`src/rtl/sao_deci_offset_seq.sv`:
```
// Per-CTU sequencer for the SAO offset decision: walks EO/BO/merge slots per enabled
// component, issues stats-buffer reads and re-times slot/component to the returned data.
module sao_deci_offset_seq #(
  parameter int state_len = 6,
  parameter int N_EO      = 16,
  parameter int N_BO      = 8,
  parameter int N_MRG     = 8,
  parameter int RD_LAT    = 1
) (
  input  logic                 clk,
  input  logic                 arst,
  input  logic                 start,
  input  logic [2:0]           comp_mask,
  input  logic                 hold,
  input  logic                 abort,
  output logic                 stat_rd_en,
  output logic [state_len+1:0] stat_rd_addr,
  output logic                 en,
  output logic [state_len-1:0] cnt_dc,
  output logic [1:0]           cIdx,
  output logic                 ofs_clr_n,
  output logic                 busy,
  output logic                 done
);

  localparam int LAST = N_EO + N_BO + N_MRG - 1;
  localparam logic [state_len-1:0] LAST_CNT = state_len'(LAST);

  typedef enum logic [1:0] {S_IDLE, S_CLR, S_ISSUE, S_DRAIN} state_t;

  state_t               r_state;
  logic [2:0]           r_mask;
  logic [1:0]           r_cidx_cnt;
  logic [state_len-1:0] r_cnt;
  logic                 r_busy;
  logic                 r_done;
  logic                 r_clr_n;
  logic [RD_LAT:1]      r_vld;
  logic [state_len+1:0] r_pa [1:RD_LAT];

  logic                 w_flush;
  logic                 w_rd_en;
  logic                 w_last;
  logic                 w_pipe_empty_nxt;
  logic [2:0]           w_above;
  logic                 w_has_next;
  logic [1:0]           w_next_c;

  function automatic logic [1:0] low_bit(input logic [2:0] m);
    if (m[0])      return 2'd0;
    else if (m[1]) return 2'd1;
    else           return 2'd2;
  endfunction

  function automatic logic [2:0] bits_above(input logic [2:0] m, input logic [1:0] c);
    case (c)
      2'd0:    return {m[2:1], 1'b0};
      2'd1:    return {m[2], 2'b00};
      default: return 3'b000;
    endcase
  endfunction

  assign w_flush    = abort && (r_state != S_IDLE);
  // hold and abort gate the issue combinationally so a held cycle never reads
  assign w_rd_en    = (r_state == S_ISSUE) && !hold && !abort;
  assign w_last     = (r_cnt == LAST_CNT);
  assign w_above    = bits_above(r_mask, r_cidx_cnt);
  assign w_has_next = |w_above;
  assign w_next_c   = low_bit(w_above);

  // True when nothing will be left in the delay pipe after this edge
  always_comb begin
    w_pipe_empty_nxt = !w_rd_en;
    for (int i = 1; i < RD_LAT; i++)
      if (r_vld[i]) w_pipe_empty_nxt = 1'b0;
  end

  always_ff @(posedge clk or posedge arst) begin
    if (arst) begin
      r_state    <= S_IDLE;
      r_mask     <= '0;
      r_cidx_cnt <= '0;
      r_cnt      <= '0;
      r_busy     <= 1'b0;
      r_done     <= 1'b0;
      r_clr_n    <= 1'b1;
    end else if (w_flush) begin
      r_state    <= S_IDLE;
      r_cidx_cnt <= '0;
      r_cnt      <= '0;
      r_busy     <= 1'b0;
      r_done     <= 1'b0;
      r_clr_n    <= 1'b1;
    end else begin
      r_clr_n <= 1'b1;
      r_done  <= 1'b0;
      case (r_state)
        S_IDLE: begin
          r_busy <= 1'b0;
          if (start && !abort) begin
            r_mask  <= comp_mask;
            r_state <= S_CLR;
            r_busy  <= 1'b1;
            r_clr_n <= 1'b0;
          end
        end
        S_CLR: begin
          if (r_mask == 3'b000) begin
            r_state <= S_DRAIN;
            r_done  <= w_pipe_empty_nxt;
          end else begin
            r_cidx_cnt <= low_bit(r_mask);
            r_cnt      <= '0;
            r_state    <= S_ISSUE;
          end
        end
        S_ISSUE: begin
          if (w_rd_en) begin
            if (w_last) begin
              r_cnt <= '0;
              if (w_has_next) begin
                r_cidx_cnt <= w_next_c;
              end else begin
                r_state <= S_DRAIN;
                r_done  <= w_pipe_empty_nxt;
              end
            end else begin
              r_cnt <= r_cnt + 1'b1;
            end
          end
        end
        S_DRAIN: begin
          // done is raised for the first cycle the pipe is empty; leave right after it
          if (r_done) begin
            r_state <= S_IDLE;
            r_busy  <= 1'b0;
          end else begin
            r_done <= w_pipe_empty_nxt;
          end
        end
        default: r_state <= S_IDLE;
      endcase
    end
  end

  // Read-latency delay pipe: address stages only advance with a valid beat
  always_ff @(posedge clk or posedge arst) begin
    if (arst) begin
      r_vld <= '0;
      for (int i = 1; i <= RD_LAT; i++) r_pa[i] <= '0;
    end else if (w_flush) begin
      r_vld <= '0;
    end else begin
      r_vld[1] <= w_rd_en;
      for (int i = 2; i <= RD_LAT; i++) r_vld[i] <= r_vld[i-1];
      if (w_rd_en) r_pa[1] <= stat_rd_addr;
      for (int i = 2; i <= RD_LAT; i++)
        if (r_vld[i-1]) r_pa[i] <= r_pa[i-1];
    end
  end

  assign stat_rd_en   = w_rd_en;
  assign stat_rd_addr = {r_cidx_cnt, r_cnt};
  assign en           = r_vld[RD_LAT];
  assign cIdx         = r_pa[RD_LAT][state_len+1:state_len];
  assign cnt_dc       = r_pa[RD_LAT][state_len-1:0];
  assign ofs_clr_n    = r_clr_n;
  assign busy         = r_busy;
  assign done         = r_done;

endmodule

```
`config.mk`:
```
export PLATFORM = sky130hd
export DESIGN_NAME = sao_deci_offset_seq
export DESIGN_NICKNAME = d
export VERILOG_FILES = /design/src/rtl/sao_deci_offset_seq.sv
export SDC_FILE = /design/constraint.sdc
export NUM_CORES = 1
export LEC_CHECK = 0
export CAP_MARGIN = 40
export CORE_MARGIN = 2
export CORE_UTILIZATION = 45
export CTS_BUF_LIST = sky130_fd_sc_hd__clkbuf_8 sky130_fd_sc_hd__clkbuf_16
export DETAILED_ROUTE_END_ITERATION = 10
export GPL_TIMING_DRIVEN = 0
export PLACE_DENSITY = 0.86
export SETUP_SLACK_MARGIN = 0.15
export SLEW_MARGIN = 15
export SYNTH_ARGS = -nofsm -noshare
export SYNTH_HDL_FRONTEND = slang
export SYNTH_SLANG_ARGS = --single-unit
```
`constraint.sdc`:
```
create_clock -name clk -period 1.8 [get_ports clk]
set_input_delay 0.36 -clock clk [delete_from_list [all_inputs] [get_ports clk]]
set_output_delay 0.36 -clock clk [all_outputs]
set_load 0.005 [all_outputs]
```
==> results of run 1 <==
## sequential cells by signal, indices dropped and copies added, names as in the netlist
register and cells:
busy 1, done 1, en 1, ofs_clr_n 1
r_cidx_cnt 2, r_cnt 6, r_mask 3, r_pa 8
r_state 2
## what timing repair did
| item | 4_1_cts | 5_1_grt |
|---|---|---|
| buffers inserted | 10 | 8 |
| endpoints found under the setup margin | 12 | 24 |
| hold buffers | 0 | 0 |
| gates resized for setup | 14 | 33 |
| pin swaps | 5 | 6 |
## layout by cell type, fill, tap and decap left out, types with 2 or more instances in the layout
| master | instances |
|---|---|
| inv_1 | 4 |
| ha_4 | 3 |
| a21oi_1 | 3 |
| clkdlybuf4s50_1 | 24 |
| o41ai_2 | 2 |
| nand2_1 | 9 |
| nand3_1 | 2 |
| inv_2 | 2 |
| a21oi_2 | 3 |
| buf_4 | 14 |
| nand2b_4 | 2 |
| nand2_2 | 2 |
| o21ai_2 | 3 |
| buf_6 | 8 |
| o21ai_1 | 3 |
| dfrtp_2 | 3 |
| and3_1 | 2 |
| dfrtp_1 | 21 |
| mux2_2 | 10 |
| o21ai_0 | 2 |
| nor2_1 | 2 |
| clkbuf_8 | 3 |
| nand2b_1 | 4 |
| nor2b_1 | 3 |
## per-layer routing
metal / wire (um) / global-route usage (%) / vias to the layer above
met1: 1260 / 21.0 / 586
li1: - / - / 527
met2: 1970 / 36.0 / 36
met4: 55 / 7.64 / 0
met5: 0 / 0 / -
met3: 143 / 3.13 / 7
## logic make-up after synthesis
family | synth area share (%)
buffers and inverters | 4.25
AOI/OAI and AO/OA | 15.4
adders and majority gates | 4.72
DFF | 47.3
muxes | 10.1
and+or+nand+nor | 18.2
## critical path, cell delays in order, from the launching register on
cell and delay (ns):
dfrtp_1 0.41, inv_2 0.09, buf_6 0.11, ha_4 0.15, inv_4 0.04, or2_4 0.22
buf_6 0.12, o21ai_2 0.04, or3b_1 0.38, a21oi_2 0.13
## layout make-up
cell class                 instances  share of cell area (%)
multi-input combinational         84                    39.9
sequential                        25                    31.4
timing repair buffer              46                    21.4
clock buffer                       3                    2.05
tap                               31                    1.93
buffer                             3                    1.68
inverter                           7                    1.43
clock inverter                     1                   0.249
## final timing paths
kind	end	cells after the start	slack [ns]	start
setup / recovery	r_state[0]	9	0.02	r_state[0]
hold / removal	r_state[1]	2	0.41	arst
setup reg to reg	r_state[0]	9	0.02	r_state[0]
hold reg to reg	r_pa[1]	1	0.51	r_pa[1]
max in group asynchronous	r_cnt[4]	3	0.92	arst
min in group clk	done	3	0.42	abort
## power groups by stage
| stage | registers, mW | logic (mW) | clock network [mW] |
|---|---|---|---|
| floorplan | 0.823 | 0.615 | 0 |
| global placement | 0.829 | 0.893 | 0 |
| detailed placement | 0.841 | 0.934 | 0 |
| CTS | 0.829 | 1.10 | 0.345 |
| global route | 0.853 | 1.53 | 0.369 |
| finish | 0.838 | 1.42 | 0.347 |
==> run_results.csv, run 1 <==
group,metric,value,unit
route,drt_first_iter_violations,23,
clock_network,clock_latency,0.28,ns
route,viasPerCell,5.78,
clock_network,cts_max_level,1,
logic_synthesis,syn-instance-count,119,
critical_path,worstPathRequired,2.01,ns
critical_path,cp-start-kind,"register",
power,power.total,2.61,mW
clock_network,cts-root-buf,"clkbuf_8",
critical_path,critical_path_class,"register to register",
placement,post_dp_cell_area,1670,um^2
floorplan,core_area,2780,um^2
sta,hold_viol_final,0,
power,internal_power,1.63,mW
global_routing,grt_max_degree,15,
power,seqPwrFrac,32.1,%
cells_and_area,drive_gt1_share,45.0,%
cells_and_area,multi_input_area,801,um^2
clock_network,cts_tree,"done",
logic_synthesis,yosysSeqAreaShare,47.3,%
sta,hold_ws,0.408,ns
logic_synthesis,synth.avg_cell_area,11.1,um^2
job,max_cap_viol_count,0,
clock_network,clock_path_buffers,2,
logic_synthesis,synth_seq_cells,25,
power,power.density,1300,nW/um^2
sta,period_minus_slack,1.78,ns
global_routing,grt.overflow.total,0,
cells_and_area,fin_cells,200,
global_routing,grt_pass1_wl,4880,um
power,leakagePower,0.876,nW
critical_path,cp-end-kind,"register",
sta,finalCritPeriodShare,98.9,%
critical_path,cp.arrival,1.99,ns
sta,tns,0,ns
clock_network,clkSlewWorstSetupHoldPaths,0.09,ns
logic_synthesis,synth_fp_nets,132,
route,drc,0,
logic_synthesis,netlist_top_cells_count,"24 x dfrtp_1, 11 x mux2_2, 10 x nand2_1",
floorplan,die_area,3390,um^2
cells_and_area,fillCellCount,210,
logic_synthesis,synth-edff-count,0,
global_routing,antenna_found_initial,0,
sta,worst_slew_pin_slew,0.498,ns
power,switching_share,37.5,%
sta,slew_violations,0,
sta,grt_setup_unrepaired,"true",
route,antenna_left,0,
cells_and_area,finish.utilization,72.2,%
power,vdd_drop_max,934,uV
logic_synthesis,ys_warn_count,0,
clock_network,cts.sinks,25,
sta,fin_skew,0.00344,ns
floorplan,io_pins,29,
power,clkPwrFrac,13.3,%
placement,dp_hpwl,2040,um
route,drt_pre_antenna_iters,4,
power,comb_power_share,54.6,%
route,routedWlPerCell,17.1,um
logic_synthesis,synth_top_area_cell,"dfrtp_1",
logic_synthesis,netlist_area,1330,um^2
sta,fin_ws,0.0202,ns
floorplan,rows,19,
logic_synthesis,synth-main-ff-cell,"dfrtp_1",
placement,gp_congestion,0.803,
logic_synthesis,yosysTopAreaCellShare,45.3,%
floorplan,initial_core_util,47.6,%
global_routing,grt_pass1_vias,1106,
floorplan,fp.dieH,58.3,um
placement,dp.cells,178,
logic_synthesis,synth.most_common_cell,"dfrtp_1",
logic_synthesis,synthArstFlopShare,100,%
clock_network,numCtsBuffers,3,
global_routing,grtUsageTotal,19.1,%
critical_path,worst-path-max-fanout,3,
sta,maxSlewHeadroom,66.8,%
route,vias,1156,
min_path,hp-class,"primary input to asynchronous set/reset pin",
placement,dp_slack,-0.190,ns
cells_and_area,seq_area,631,um^2
cells_and_area,area_growth_syn_to_layout,51.7,%
route,drt-total-wl,3430,um
floorplan,die_x,58.3,um
cells_and_area,fin_area,2010,um^2
logic_synthesis,synthTopCellsByArea,"dfrtp_1 45%, mux2_2 9.3%, ha_1 4.7%",
outcome,status,"complete, no violations",
cells_and_area,num-nets-final,183,
sta,fmax,562,MHz
sta,finalSetupViolCount,0,
logic_synthesis,ys_types,43,
placement,port_buffers,27,
cells_and_area,n_antenna_cell,0,
power,p_switching,0.979,mW
Note: power is estimated with default switching activity, not from simulation.
==> run 2: changes to the inputs <==
--- a/config.mk
+++ b/config.mk
@@ -11,7 +11,7 @@
 export CTS_BUF_LIST = sky130_fd_sc_hd__clkbuf_8 sky130_fd_sc_hd__clkbuf_16
 export DETAILED_ROUTE_END_ITERATION = 10
 export GPL_TIMING_DRIVEN = 0
-export PLACE_DENSITY = 0.86
+export PLACE_DENSITY_LB_ADDON = 0.12
 export SETUP_SLACK_MARGIN = 0.15
 export SLEW_MARGIN = 15
 export SYNTH_ARGS = -nofsm -noshare
==> run 2 against run 1 <==
Effect of this change:
- maximum frequency rose by 3.3%
- sequential power decreased by 0.8%
- combinational power fell by 14%
- clock-buffer cell count unchanged
- critical path depth stayed put
- die area did not move
- via count shrank 6.3%
- non-clock buffer count decreased by 2
- critical endpoint unchanged
- largest cell class unchanged
- global-route usage shrank 1.3 points
- register-to-register slack better by 0.06 ns
- sequential cell count unchanged
==> run_results.csv, run 2 (synthesized netlist as in run 1, its figures left out) <==
group,metric,value,unit
critical_path,cp-end-kind,"register",
sta,period_minus_slack,1.72,ns
floorplan,fp.dieH,58.3,um
critical_path,path_cells,"inv_2, buf_6, ha_4, inv_2, or2_1, buf_6, o21ai_2, or3b_4, a21oi_2",
placement,dp_slack,-0.199,ns
placement,dp_hpwl,1970,um
cells_and_area,area_growth_syn_to_layout,45.6,%
cells_and_area,drive_gt1_share,40.7,%
critical_path,r2r_slack,0.08,ns
route,drt-total-wl,2820,um
route,drc,0,
route,viasPerCell,5.47,
clock_network,clkSlewWorstSetupHoldPaths,0.08,ns
cells_and_area,largest_registers,"r_pa x8, r_cnt x6, r_mask x3",
sta,tns,0,ns
clock_network,cts-root-buf,"clkbuf_8",
sta,finalSetupViolCount,0,
sta,fmax,580,MHz
route,vias,1083,
route,drt_pre_antenna_iters,4,
sta,grt_setup_unrepaired,"true",
outcome,status,"complete, no violations",
job,max_cap_viol_count,0,
critical_path,worst-path-max-fanout,3,
clock_network,cts_tree,"done",
floorplan,die_x,58.3,um
min_path,hp-class,"primary input to asynchronous set/reset pin",
clock_network,numCtsBuffers,3,
route,antenna_left,0,
critical_path,slowest_delay,0.41,ns
sta,fin_ws,0.0767,ns
cells_and_area,largest-register,"r_pa",
critical_path,worstPathRequired,2.00,ns
global_routing,grt_max_degree,15,
critical_path,ff2ff_path_depth,9,
power,vdd_drop_max,996,uV
sta,worst_slew_pin_slew,0.497,ns
placement,gp_congestion,0.794,
critical_path,cp-start-kind,"register",
floorplan,core_area,2780,um^2
global_routing,grtUsageTotal,17.8,%
critical_path,crit_slowest_cell,"dfrtp_1",
cells_and_area,n_antenna_cell,0,
sta,hold_viol_final,0,
sta,fin_skew,0.00422,ns
cells_and_area,layout_commonest_cell,"clkdlybuf4s50_1",
clock_network,cts_max_level,1,
clock_network,clock_latency,0.27,ns
cells_and_area,final_cell_mix,"24 x clkdlybuf4s50_1, 23 x dfrtp_1, 14 x buf_4, 11 x mux2_2, 9 x nand2_1",
critical_path,cp.arrival,1.92,ns
sta,maxSlewHeadroom,66.9,%
global_routing,antenna_found_initial,0,
critical_path,critical_path_class,"register to register",
cells_and_area,fin_area,1930,um^2
floorplan,initial_core_util,47.6,%
route,routedWlPerCell,14.3,um
sta,finalCritPeriodShare,95.7,%
sta,slew_violations,0,
cells_and_area,fillCellCount,224,
placement,post_dp_cell_area,1670,um^2
power,power.density,1230,nW/um^2
sta,hold_ws,0.414,ns
route,drt_first_iter_violations,18,
global_routing,grt_pass1_wl,4660,um
cells_and_area,largest_reg_flops,8,
floorplan,io_pins,29,
clock_network,clock_path_buffers,2,
global_routing,grt_pass1_vias,1056,
global_routing,grt.overflow.total,0,
floorplan,rows,19,
placement,port_buffers,27,
power,leakagePower,0.868,nW
clock_network,cts.sinks,25,
cells_and_area,num-nets-final,181,
floorplan,die_area,3390,um^2
-- run 2: cell count changes in the layout (fill, tap and decap cells not counted), moves of 2 or more --
cell / delta
dfrtp_1: +2
dfrtp_2: -2
o21ai_0: +2
buf_6: -3
-- run 2: final cells by class --
type                       instances  area [um^2]  share of cell area, %
tap                               31         38.8                   2.01
timing repair buffer              44          409                   21.2
buffer                             3         33.8                   1.75
clock inverter                     1         5.00                  0.259
clock buffer                       3         41.3                   2.14
inverter                           7         26.3                   1.36
multi-input combinational         84          747                   38.7
sequential                        25          628                   32.6
-- run 2: power breakdown --
part           switching, mW  internal [mW]  total, mW  leakage [nW]
logic                  0.532          0.683       1.22         0.515
registers              0.130          0.702      0.831         0.328
clock network          0.177          0.155      0.332        0.0255
-- run 2: per-stage QoR --
stage / total power [mW] / instances / utilization (%)
2_1_floorplan: 1.44 / 119 / -
3_3_place_gp: 1.73 / 177 / 59.6
3_5_place_dp: 1.77 / 178 / 60.2
4_1_cts: 2.31 / 196 / 67.4
5_1_grt: 2.56 / 198 / 69.4
6_report: 2.38 / 198 / 69.4
-- run 2: path summary, 6_finish.rpt --
| path | startpoint | to |
|---|---|---|
| worst max-delay path | r_state[0] | r_state[0] |
| worst min-delay path | arst | en |
| worst max register to register | r_state[0] | r_state[0] |
| worst min register to register | r_pa[6] | r_pa[6] |
| max in group asynchronous | arst | r_cnt[5] |
| min in group clk | abort | done |
-- run 2: timing repair --
action,CTS,global route
hold buffers,0,0
cloned,0,0
gates resized for setup,17,14
pin swaps,4,2
setup endpoints to repair,12,16
setup buffers,14,2
-- run 2: per-layer routing --
layer	part of all wire, %	track usage (%)	vias to the layer above
li1	-	-	527
met1	41	20.5	534
met2	55	33.2	18
met3	2.8	2.68	4
met4	0.89	5.98	0
met5	0	0	-
-- run 2: worst max-delay path, delay by kind of cell (launching register included) --
family / cells / cell delay (ns)
buf+inv: 4 / 0.37
fa+ha+maj: 1 / 0.13
flops: 1 / 0.41
compound gates: 2 / 0.17
simple gates: 2 / 0.60
==> run 3: changes to the inputs <==
--- a/config.mk
+++ b/config.mk
@@ -5,9 +5,10 @@
 export SDC_FILE = /design/constraint.sdc
 export NUM_CORES = 1
 export LEC_CHECK = 0
+export ABC_CLOCK_PERIOD_IN_PS = 1800
 export CAP_MARGIN = 40
 export CORE_MARGIN = 2
-export CORE_UTILIZATION = 45
+export CORE_UTILIZATION = 25
 export CTS_BUF_LIST = sky130_fd_sc_hd__clkbuf_8 sky130_fd_sc_hd__clkbuf_16
 export DETAILED_ROUTE_END_ITERATION = 10
 export GPL_TIMING_DRIVEN = 0
==> run 3 against run 2 <==
Effect of this change:
- die area is 74% higher
- sequential power is 0.8% higher
- global-route usage is 6.4 points lower
- sequential cell count stayed put
- clock power is 3% higher
- maximum frequency is 1.5% higher
- critical path depth stayed put
- combinational power is 20% higher
- worst hold slack better by 0.014 ns
- critical endpoint unchanged
- largest cell class unchanged
==> run_results.csv, run 3 (synthesized netlist as in run 1, its figures left out) <==
group,metric,value,unit
outcome,status,"complete, no violations",
critical_path,cp.arrival,1.90,ns
clock_network,clock_latency,0.27,ns
placement,dp_hpwl,2190,um
cells_and_area,n_antenna_cell,0,
cells_and_area,finish.utilization,41.0,%
sta,period_minus_slack,1.70,ns
route,drt_pre_antenna_iters,4,
sta,worst_slew_pin_slew,0.537,ns
critical_path,crit_end,"r_state[0]",
route,drt-total-wl,3290,um
cells_and_area,layout_commonest_cell,"clkdlybuf4s50_1",
cells_and_area,num-nets-final,187,
sta,fmax,589,MHz
sta,grt_setup_unrepaired,"true",
clock_network,clkSlewWorstSetupHoldPaths,0.09,ns
route,vias,1109,
clock_network,numCtsBuffers,3,
cells_and_area,fillCellCount,510,
min_path,hp-class,"primary input to asynchronous set/reset pin",
route,drc,0,
cells_and_area,largest-register,"r_pa",
global_routing,grt.overflow.total,0,
sta,finalSetupViolCount,0,
critical_path,r2r_slack,0.10,ns
route,routedWlPerCell,13.5,um
critical_path,worst-path-max-fanout,3,
sta,hold_viol_final,0,
clock_network,cts_tree,"done",
critical_path,ff2ff_path_depth,9,
floorplan,rows,26,
sta,hold_ws,0.429,ns
critical_path,r2r-start,"r_state[0]",
placement,gp_congestion,0.793,
global_routing,grt_pass1_vias,1099,
cells_and_area,area_growth_syn_to_layout,58.2,%
power,power.density,1260,nW/um^2
floorplan,initial_core_util,25.9,%
floorplan,die_x,76.8,um
power,leakagePower,0.927,nW
clock_network,cts-root-buf,"clkbuf_8",
critical_path,cp-start-kind,"register",
cells_and_area,drive_gt1_share,46.2,%
cells_and_area,final_cell_mix,"23 x clkdlybuf4s50_1, 19 x dfrtp_1, 16 x buf_4, 11 x mux2_2",
cells_and_area,largest_reg_flops,8,
floorplan,core_area,5110,um^2
job,max_cap_viol_count,0,
global_routing,grtUsageTotal,11.4,%
clock_network,cts.sinks,25,
global_routing,antenna_found_initial,0,
sta,finalCritPeriodShare,94.4,%
critical_path,timing.rr.end,"r_state[0]",
critical_path,cp-end-kind,"register",
cells_and_area,largest_registers,"r_pa x8, r_cnt x6, r_mask x3",
global_routing,grt_pass1_wl,5340,um
sta,fin_skew,0.00364,ns
sta,maxSlewHeadroom,64.2,%
critical_path,critical_path_class,"register to register",
route,viasPerCell,4.56,
sta,slew_violations,0,
placement,port_buffers,27,
route,antenna_left,0,
clock_network,clock_path_buffers,2,
floorplan,fp.dieH,76.8,um
floorplan,io_pins,29,
floorplan,die_area,5900,um^2
clock_network,cts_max_level,1,
critical_path,cp-startpoint,"r_state[0]",
route,drt_first_iter_violations,50,
power,vdd_drop_max,486,uV
global_routing,grt_max_degree,15,
critical_path,worstPathRequired,2.00,ns
## run 3: changes by cell type in the layout (fill, tap and decap cells not counted), sizes merged
| cell | before | now |
|---|---|---|
| buf | 20 | 26 |
| dlygate4sd2 | 1 | 0 |
| dlymetal6s2s | 1 | 3 |
| clkdlybuf4s50 | 24 | 23 |
## run 3: final cells by class
cell class / count / area [um^2] / area share [%]
flip-flops and latches: 25 / 633 / 30.2
inverters: 7 / 28.8 / 1.37
repair buffers: 50 / 475 / 22.7
clock buffers: 3 / 41.3 / 1.97
clock inverters: 1 / 5.00 / 0.239
plain buffers: 3 / 33.8 / 1.61
multi-input cells: 84 / 791 / 37.7
well taps: 70 / 87.6 / 4.18
## run 3: worst min-delay path by stage
stage          endpoint  cells past startpoint
2_1_floorplan      busy                      1
3_3_place_gp    r_pa[2]                      1
3_5_place_dp    r_pa[5]                      1
4_1_cts            done                      3
5_1_grt            done                      3
6_report             en                      2
## run 3: where the power goes
group | switching, mW | internal (mW)
logic | 0.627 | 0.832
clock network | 0.187 | 0.155
registers | 0.135 | 0.703
total | 0.949 | 1.69
## run 3: per-layer routing
layer	up-vias	routed length, um	track usage [%]
met3	4	129	2.00
met2	23	1600	18.3
met4	0	45	5.09
met5	-	0	0
li1	535	-	-
met1	547	1520	15.0
## run 3: timing repair
action                     CTS  global route
hold endpoints to repair     0             0
pin swaps                    6             9
hold buffers                 0             0
setup buffers               17             5
gates resized for setup     17            33
setup endpoints to repair   11            29
## run 3: worst max-delay path, stage by stage (launching register included)
cell     delay (ns)
dfrtp_1        0.41
inv_2          0.09
buf_6          0.10
ha_4           0.13
inv_2          0.03
or2_1          0.21
buf_6          0.12
o21ai_2        0.03
or3b_1         0.36
a21oi_2        0.13
## run 3: through the flow
| stage | setup TNS (ns) | setup slack [ns] | instance area (um^2) | instances | total power, mW |
|---|---|---|---|---|---|
| 4_1_cts | 0 | 0.0752 | 1960 | 238 | 2.41 |
| 3_5_place_dp | -1.43 | -0.232 | 1720 | 217 | 1.79 |
| 6_report | 0 | 0.101 | 2100 | 243 | 2.64 |
| 2_1_floorplan | 0 | 0.145 | 1350 | 119 | 1.44 |
| 3_3_place_gp | -1.55 | -0.250 | 1710 | 216 | 1.77 |
| 5_1_grt | -0.0125 | -0.0125 | 2100 | 243 | 2.82 |
